### src/rtl/bluejay_pkg.sv
// Shared types and default sizing for the bluejay frame sequencer.
package bluejay_pkg;

  localparam int DEF_WORDS_PER_LINE  = 40;
  localparam int DEF_LINES_PER_FRAME = 1280;
  localparam int DEF_FIFO_DEPTH      = 512;
  localparam int DEF_SWITCH_TIMEOUT  = 65535;

  localparam int LINE_W  = 11;
  localparam int FRAME_W = 16;

  typedef enum logic [2:0] {
    IDLE        = 3'd0,
    WAIT_LINE   = 3'd1,
    SEND_LINE   = 3'd2,
    SWITCH_REQ  = 3'd3,
    SWITCH_DONE = 3'd4
  } state_t;

endpackage

### src/rtl/bluejay_fill_counter.sv
// Up/down occupancy counter for a FIFO; saturates at 0 and DEPTH and
// raises sticky overflow/underflow flags instead of wrapping.
module bluejay_fill_counter #(
  parameter int  DEPTH = 512,
  localparam int W     = $clog2(DEPTH + 1)
) (
  input  logic         clk,
  input  logic         rst_n,
  input  logic         push,
  input  logic         pop,
  output logic [W-1:0] fill,
  output logic         overflow,
  output logic         underflow
);

  localparam logic [W-1:0] FULL = W'(DEPTH);

  always_ff @(posedge clk or negedge rst_n) begin
    if (!rst_n) begin
      fill      <= '0;
      overflow  <= 1'b0;
      underflow <= 1'b0;
    end else if (push && !pop) begin
      if (fill == FULL) overflow <= 1'b1;
      else              fill     <= fill + W'(1);
    end else if (pop && !push) begin
      if (fill == '0) underflow <= 1'b1;
      else            fill      <= fill - W'(1);
    end
  end

endmodule

### src/rtl/bluejay_frame_ctrl.sv
// Frame sequencer: paces bluejay_data against the sc32 line FIFO, counts
// words/lines per frame and runs the display buffer-swap handshake.
module bluejay_frame_ctrl
  import bluejay_pkg::*;
#(
  parameter int  WORDS_PER_LINE  = DEF_WORDS_PER_LINE,
  parameter int  LINES_PER_FRAME = DEF_LINES_PER_FRAME,
  parameter int  FIFO_DEPTH      = DEF_FIFO_DEPTH,
  parameter int  SWITCH_TIMEOUT  = DEF_SWITCH_TIMEOUT,
  localparam int FILL_W          = $clog2(FIFO_DEPTH + 1)
) (
  input  logic               fpga_clk,
  input  logic               reset_n,
  input  logic               enable,
  input  logic               fifo_push,
  input  logic               get_next_word,
  input  logic               valid,
  output logic               line_of_data_available,
  output logic               buffer_switch_done,
  output logic               update_req,
  input  logic               update_ack,
  output logic [LINE_W-1:0]  line_count,
  output logic [FRAME_W-1:0] frame_count,
  output logic               busy,
  output logic               err_overflow,
  output logic               err_underflow,
  output logic               err_timeout,
  output state_t             fsm_state,
  output logic [FILL_W-1:0]  fill_level
);

  localparam int WORD_W = $clog2(WORDS_PER_LINE + 1);
  localparam int TMR_W  = $clog2(SWITCH_TIMEOUT + 1);

  state_t             state, state_next;
  logic [WORD_W-1:0]  word_cnt, word_next;
  logic [LINE_W-1:0]  line_next;
  logic [FRAME_W-1:0] frame_next;
  logic [TMR_W-1:0]   timer, timer_next;
  logic               timeout_set;
  logic               lda_next;

  bluejay_fill_counter #(.DEPTH(FIFO_DEPTH)) u_fill (
    .clk       (fpga_clk),
    .rst_n     (reset_n),
    .push      (fifo_push),
    .pop       (get_next_word),
    .fill      (fill_level),
    .overflow  (err_overflow),
    .underflow (err_underflow)
  );

  // Swap handshake: update_req is held high for the whole SWITCH_REQ stay;
  // the first cycle update_ack is sampled high completes the swap. There is
  // no back-pressure on it, and a missing ack is bounded by SWITCH_TIMEOUT.
  assign update_req         = (state == SWITCH_REQ);
  assign buffer_switch_done = (state == SWITCH_DONE);
  assign busy               = (state != IDLE);
  assign fsm_state          = state;

  always_comb begin
    state_next  = state;
    word_next   = word_cnt;
    line_next   = line_count;
    frame_next  = frame_count;
    timer_next  = '0;
    timeout_set = 1'b0;
    case (state)
      IDLE: begin
        if (enable) state_next = WAIT_LINE;
      end
      WAIT_LINE: begin
        if (valid) begin
          state_next = SEND_LINE;
          word_next  = WORD_W'(1);
        end
      end
      SEND_LINE: begin
        if (valid) begin
          if (word_cnt == WORD_W'(WORDS_PER_LINE - 1)) begin
            word_next = '0;
            if (line_count == LINE_W'(LINES_PER_FRAME - 1)) begin
              line_next  = '0;
              state_next = SWITCH_REQ;
            end else begin
              line_next  = line_count + LINE_W'(1);
              state_next = WAIT_LINE;
            end
          end else begin
            word_next = word_cnt + WORD_W'(1);
          end
        end
      end
      SWITCH_REQ: begin
        // Ack is checked first so it wins over a coincident timeout.
        if (update_ack) begin
          state_next = SWITCH_DONE;
          frame_next = frame_count + FRAME_W'(1);
        end else if (timer == TMR_W'(SWITCH_TIMEOUT - 1)) begin
          state_next  = IDLE;
          timeout_set = 1'b1;
        end else begin
          timer_next = timer + TMR_W'(1);
        end
      end
      SWITCH_DONE: begin
        state_next = enable ? WAIT_LINE : IDLE;
      end
      default: state_next = IDLE;
    endcase
    // Only advertised while parked in WAIT_LINE; drops on the edge leaving it.
    lda_next = (state == WAIT_LINE) && (state_next == WAIT_LINE) &&
               (fill_level >= FILL_W'(WORDS_PER_LINE));
  end

  always_ff @(posedge fpga_clk or negedge reset_n) begin
    if (!reset_n) begin
      state                  <= IDLE;
      word_cnt               <= '0;
      line_count             <= '0;
      frame_count            <= '0;
      timer                  <= '0;
      line_of_data_available <= 1'b0;
      err_timeout            <= 1'b0;
    end else begin
      state                  <= state_next;
      word_cnt               <= word_next;
      line_count             <= line_next;
      frame_count            <= frame_next;
      timer                  <= timer_next;
      line_of_data_available <= lda_next;
      if (timeout_set) err_timeout <= 1'b1;
    end
  end

endmodule

### config.mk
export PLATFORM = sky130hd
export DESIGN_NAME = bluejay_frame_ctrl
export DESIGN_NICKNAME = d
export VERILOG_FILES = /design/src/rtl/bluejay_pkg.sv /design/src/rtl/bluejay_fill_counter.sv /design/src/rtl/bluejay_frame_ctrl.sv
export SDC_FILE = /design/constraint.sdc
export NUM_CORES = 1
export LEC_CHECK = 0
export ABC_CLOCK_PERIOD_IN_PS = 3800
export CORE_MARGIN = 1.5
export CORE_UTILIZATION = 40
export DETAILED_ROUTE_END_ITERATION = 8
export PLACE_DENSITY = 0.73
export SLEW_MARGIN = 25
export SYNTH_ARGS = -nofsm -noshare
export SYNTH_HDL_FRONTEND = slang
export SYNTH_SLANG_ARGS = --single-unit
### constraint.sdc
create_clock -name fpga_clk -period 3.8 [get_ports fpga_clk]
set_input_delay 0.76 -clock fpga_clk [delete_from_list [all_inputs] [get_ports fpga_clk]]
set_output_delay 0.76 -clock fpga_clk [all_outputs]
set_load 0.05 [all_outputs]
Word level (Yosys, flattened, before mapping):

Index checks and enable logic that the tools add are counted.

* word-level logic and storage cells: 72
* input bits: 7
* register bits: 66

* mux-type cells: 24
* equal/unequal tests: 13
* reduce and logical (&&, ||, !) cells: 17
* bitwise operators: 1
* add/subtract/negate cells: 6
* $lt $le $gt $ge: 1

Operators by type and width (number)
* 16-bit two-way mux: 3
* 10-bit two-way mux: 4
* 16-bit by 1-bit adder with 16-bit output, second input constant: 2
* 3-bit two-way mux: 6
* 6-bit two-way mux: 3
* 16-bit == test, second input constant: 1
* 3-bit case mux with 5 select lines: 1
* 6-bit case mux with 2 select lines: 1
* 3-bit AND reduction: 4
* 11-bit by 1-bit adder with 11-bit output, second input constant: 1
* 11-bit == test, second input constant: 1
* 11-bit two-way mux: 1
* 10-bit by 1-bit adder with 10-bit output, second input constant: 1
* 10-bit == test, second input constant: 1
* 10-bit by 6-bit >= comparator with 1-bit output, second input constant: 1
* 10-bit logical NOT: 1
* 10-bit by 1-bit subtractor with 10-bit output, second input constant: 1
* 6-bit by 1-bit adder with 6-bit output, second input constant: 1
* 3-bit by 1-bit == test with 1-bit output, second input constant: 2
* 3-bit by 2-bit == test with 1-bit output, second input constant: 2
* 6-bit == test, second input constant: 1
* 2-bit inequality test, second input constant: 3
* 1-bit logical AND: 4
* 1-bit two-way mux: 4
* other kinds (9): 12

Logic depth before layout (Yosys ltp):

* depth after elaboration: 8
* depth in mapped cells: 9

Cells and area by module:

From an unflattened synthesis, not the netlist that was laid out.

* cell total of the unflattened synthesis: 373
* area, all modules: 3663.5 µm²

By module, submodules not included
* bluejay_frame_ctrl: area each 2723.9 µm², cells each 270, instances 1
* bluejay_fill_counter: area each 939.7 µm², cells each 103, instances 1

Worst setup path after synthesis:

Ideal clock, no wire load.

* path kind: in2reg
* start: in get_next_word
* end: reg u_fill.fill[6]
* buffers on the path: 0
* slack: 1260 ps
* arrival: 2415 ps
* data required time: 3675 ps
* setup time: 125 ps
* stages: 9
* path through: inv_1 -> nand2_1 -> fa_1 -> a211oi_1 -> nor2_1 -> o21a_1 -> nor2_1 -> xnor2_1 -> mux2_2

* word-level cells in the longest chain between the ends: 4
* elaborated cells between the ends (all ways): 8
* classes of those cells: eq/ne: 2; mux: 1; reduce/logical: 5

RTL lines
* start: declaration: RTL line bluejay_frame_ctrl.sv:16 `input logic get_next_word,`
* 1-bit logical NOT: RTL line bluejay_fill_counter.sv:23 `end else if (push && !pop) begin`
* 1-bit logical AND: RTL line bluejay_fill_counter.sv:23
* 2-bit inequality test (no line), or another cell as far along
* 3-bit AND reduction (no line)
* end signal: assignment: RTL line bluejay_fill_counter.sv:25 `else fill <= fill + W'(1);`
* end signal: assignment: RTL line bluejay_fill_counter.sv:28 `else fill <= fill - W'(1);`
* end: declaration: RTL line bluejay_fill_counter.sv:11 `output logic [W-1:0] fill,`

Parallel ways exist; a longest one is shown, timed or not.
A chain may end at the register's enable or synchronous reset.

Worst setup path in the final report:

* start: reg state[1] (netlist: fsm_state[1])
* end: out update_req

* word-level cells in the longest chain between the ends: 1

RTL lines
* start: declaration: RTL line bluejay_frame_ctrl.sv:35 `state_t state, state_next;`
* start signal: assignment: RTL line bluejay_frame_ctrl.sv:126 `state <= state_next;`
* 3-bit by 2-bit == test with 1-bit output: RTL line bluejay_frame_ctrl.sv:56 `assign update_req = (state == SWITCH_REQ);`
* end: declaration: RTL line bluejay_frame_ctrl.sv:20 `output logic update_req,`

Every way passes these cells.

==> results.sh <==
export IMPL_run_status="complete, no violations"
export IMPL_layout_commonest_cell="dfrtp_1"
export IMPL_worstPathRequired_ns=3.04
export IMPL_vias=2783
export IMPL_drc=0
export IMPL_yosys_register_bits=66
export IMPL_drt_iter0_drc=91
export IMPL_slew_viol_final=0
export IMPL_synth_main_ff_cell="dfrtp_1"
export IMPL_post_cts_setup_buffer_count=0
export IMPL_setup_viol=0
export IMPL_io_pins=54
export IMPL_cts_buffers=9
export IMPL_synth_async_reset_ratio_pct=100
export IMPL_drive_gt1_share_pct=8.56
export IMPL_die_y_um=96.3
export IMPL_dr_pass1_iters=5
export IMPL_clock_skew_ns=0.0122
export IMPL_clkPwrFrac_pct=22.1
export IMPL_track_usage_pct=16.7
export IMPL_clock_path_buffers=2
export IMPL_initial_core_util_pct=41.7
export IMPL_crit_cells=4
export IMPL_cts_sinks=66
export IMPL_detail_route_vias_per_cell=5.41
export IMPL_wl_per_cell_um=14.0
export IMPL_sequentialPowerShare_pct=33.9
export IMPL_ys_warn_count=0
export IMPL_worstSetupPathType="flip-flop to output pin"
export IMPL_crit_chain="inv_1, or3_1, inv_1, clkdlybuf4s50_1"
export IMPL_cpMaxStageDelayCell="clkdlybuf4s50_1"
export IMPL_crit_top_cell="inv_1"
export IMPL_die_x_um=96.3
export IMPL_grt_overflow=0
export IMPL_dp_hpwl_mm=5.22
export IMPL_rsz0062_at_grt="false"
export IMPL_drv_cap=0
export IMPL_cts_reportedPaths_clkPinSlew_ns=0.08
export IMPL_ys_seq_area_share_pct=47.4
export IMPL_p_per_area_nw_per_um2=674
export IMPL_clock_latency_ns=0.34
export IMPL_postSynthAreaPerCell_um2=10.1
export IMPL_diodes=0
export IMPL_synthCells=344
export IMPL_fp_dieArea_um2=9270
export IMPL_p_int_mw=1.69
export IMPL_cts_resized=0
export IMPL_htreeDepth=3
export IMPL_grt_max_degree=45
export IMPL_path_delay_family="buffers and inverters"
export IMPL_grt_pass1_vias=2602
export IMPL_p_sw_mw=1.23
export IMPL_cts_tree="done"
export IMPL_ant_nets=0
export IMPL_syn_area_um2=3480
export IMPL_fin_tns_setup_ns=0
export IMPL_path_buf_inv=3
export IMPL_switching_share_pct=42.2
export IMPL_rows=33
export IMPL_antenna_found_initial=0
export IMPL_hp_class="primary input to async pin"
export IMPL_vdd_drop_max_v=0.000406
export IMPL_worstRegToRegCells=6
export IMPL_period_needed_ns=3.10
export IMPL_worstSetupStartpointType="flip-flop"
export IMPL_cpPeakStageDelay_ns=0.80
export IMPL_fin_crit_sh_pct=81.5
export IMPL_mostFrequentLayoutCells="66 x dfrtp_1, 52 x clkdlybuf4s50_1, 41 x nor2_1, 31 x xnor2_1, 28 x nand2_1"
export IMPL_gp_congestion=0.884
export IMPL_routed_wl_mm=7.18
export IMPL_cp_end_kind="output pin"
export IMPL_synth_edf_count=0
export IMPL_dp_worst_setup_slack_ns=0.333
export IMPL_hold_viol=0
export IMPL_p_comb_share_pct=44.0
export IMPL_cp_max_fo=10
export IMPL_coreArea_um2=8340
export IMPL_slew_headroom_pct=60.8
export IMPL_clock_root_buffer="clkbuf_8"
export IMPL_cts_hold_repair_buffers=0
export IMPL_crit_arrival_ns=2.34
export IMPL_dp_cells=498
export IMPL_fin_ws_ns=0.703
export IMPL_synth_nets=365
export IMPL_area_growth_pct=24.4
export IMPL_leakage_nw=1.82
export IMPL_fin_nets=425
export IMPL_portBuffers=53
export IMPL_ys_types=48
export IMPL_grt_pass1_wl_mm=11.9
export IMPL_stdcell_count=514
export IMPL_worstMarginPinSlew_ns=0.582
export IMPL_fmax_mhz=323
## worst paths after layout
check | from | end | slack (ns)
setup reg to reg | u_fill.fill[3] | u_fill.fill[9] | 1.68
setup / recovery | fsm_state[1] | update_req | 0.70
hold reg to reg | err_timeout | err_timeout | 0.47
max in group asynchronous | reset_n | frame_count[12] | 2.68
hold / removal | reset_n | line_count[10] | 0.40
min in group fpga_clk | err_timeout | err_timeout | 0.47
## cell type report
type / count / area (um^2)
Fill cell: 753 / 4010
Multi-Input combinational cell: 259 / 1740
Sequential cell: 66 / 1650
Timing Repair Buffer: 54 / 536
Tap cell: 105 / 131
Clock buffer: 9 / 124
Clock inverter: 7 / 93.8
Inverter: 14 / 52.6
## synthesized netlist by cell type, drive strengths merged, types with 2 or more instances
| cell | number | area (um^2) |
|---|---|---|
| nor2b | 3 | 18.8 |
| nand2b | 3 | 18.8 |
| o21ai | 11 | 55.1 |
| xor2 | 14 | 123 |
| nand4 | 10 | 62.6 |
| mux2 | 8 | 90.1 |
| ha | 13 | 163 |
| and4 | 5 | 46.3 |
| o21a | 2 | 15.0 |
| buf | 4 | 32.5 |
| dfrtp | 66 | 1650 |
| nand2 | 29 | 116 |
| a21o | 3 | 22.5 |
| nor3 | 8 | 40.0 |
| and3 | 9 | 56.3 |
| or3 | 4 | 30.0 |
| xnor2 | 31 | 272 |
| a22o | 3 | 26.3 |
| o221ai | 2 | 17.5 |
| nor2 | 42 | 165 |
| o22ai | 3 | 18.8 |
| nand3 | 27 | 145 |
| a211oi | 4 | 30.0 |
| a21oi | 10 | 50.1 |
| inv | 14 | 52.6 |
## registers in the layout, indices dropped and copies added (netlist names), 3 cells and up
signal       count
word_cnt         6
timer           16
u_fill.fill     10
frame_count     16
fsm_state        3
line_count      11
## per-layer routing
layer	track usage (%)	vias up	part of all wire, %
li1	-	1332	-
met5	0	-	0
met2	26.4	78	47
met3	3.32	11	4.9
met1	22.0	1362	47
met4	7.97	0	1.8
## stage by stage
stage                     hold slack (ns)  power (mW)  instance area [um^2]  utilization [%]
after floorplan                     0.464        1.90                  3480                -
after global placement              0.455        2.24                  4110             49.3
after detailed placement            0.457        2.28                  4110             49.3
after CTS                           0.475        2.94                  4330             51.9
after global routing                0.446        3.10                  4330             51.9
final                               0.402        2.92                  4330             51.9
## power by group through the flow
| stage | clock (mW) | sequential, mW | combinational [mW] |
|---|---|---|---|
| after floorplan | 0 | 1.25 | 0.652 |
| after global placement | 0 | 0.998 | 1.25 |
| final | 0.645 | 0.989 | 1.28 |
| after CTS | 0.661 | 0.989 | 1.29 |
| after global routing | 0.695 | 1.01 | 1.39 |
| after detailed placement | 0 | 0.999 | 1.28 |
## cell families after synthesis
group                    count (synthesis)  synth area share, %
AO/OA/AOI/OAI                           46                 8.66
AND/OR/NAND/NOR                        145                 21.9
buffers and inverters                   19                 2.55
multiplexers                             9                 2.87
XOR/XNOR                                45                 11.3
adder cells (fa/ha/maj)                 14                 5.25
flip-flops                              66                 47.4
No activity file was read; power rests on OpenSTA's default activity.
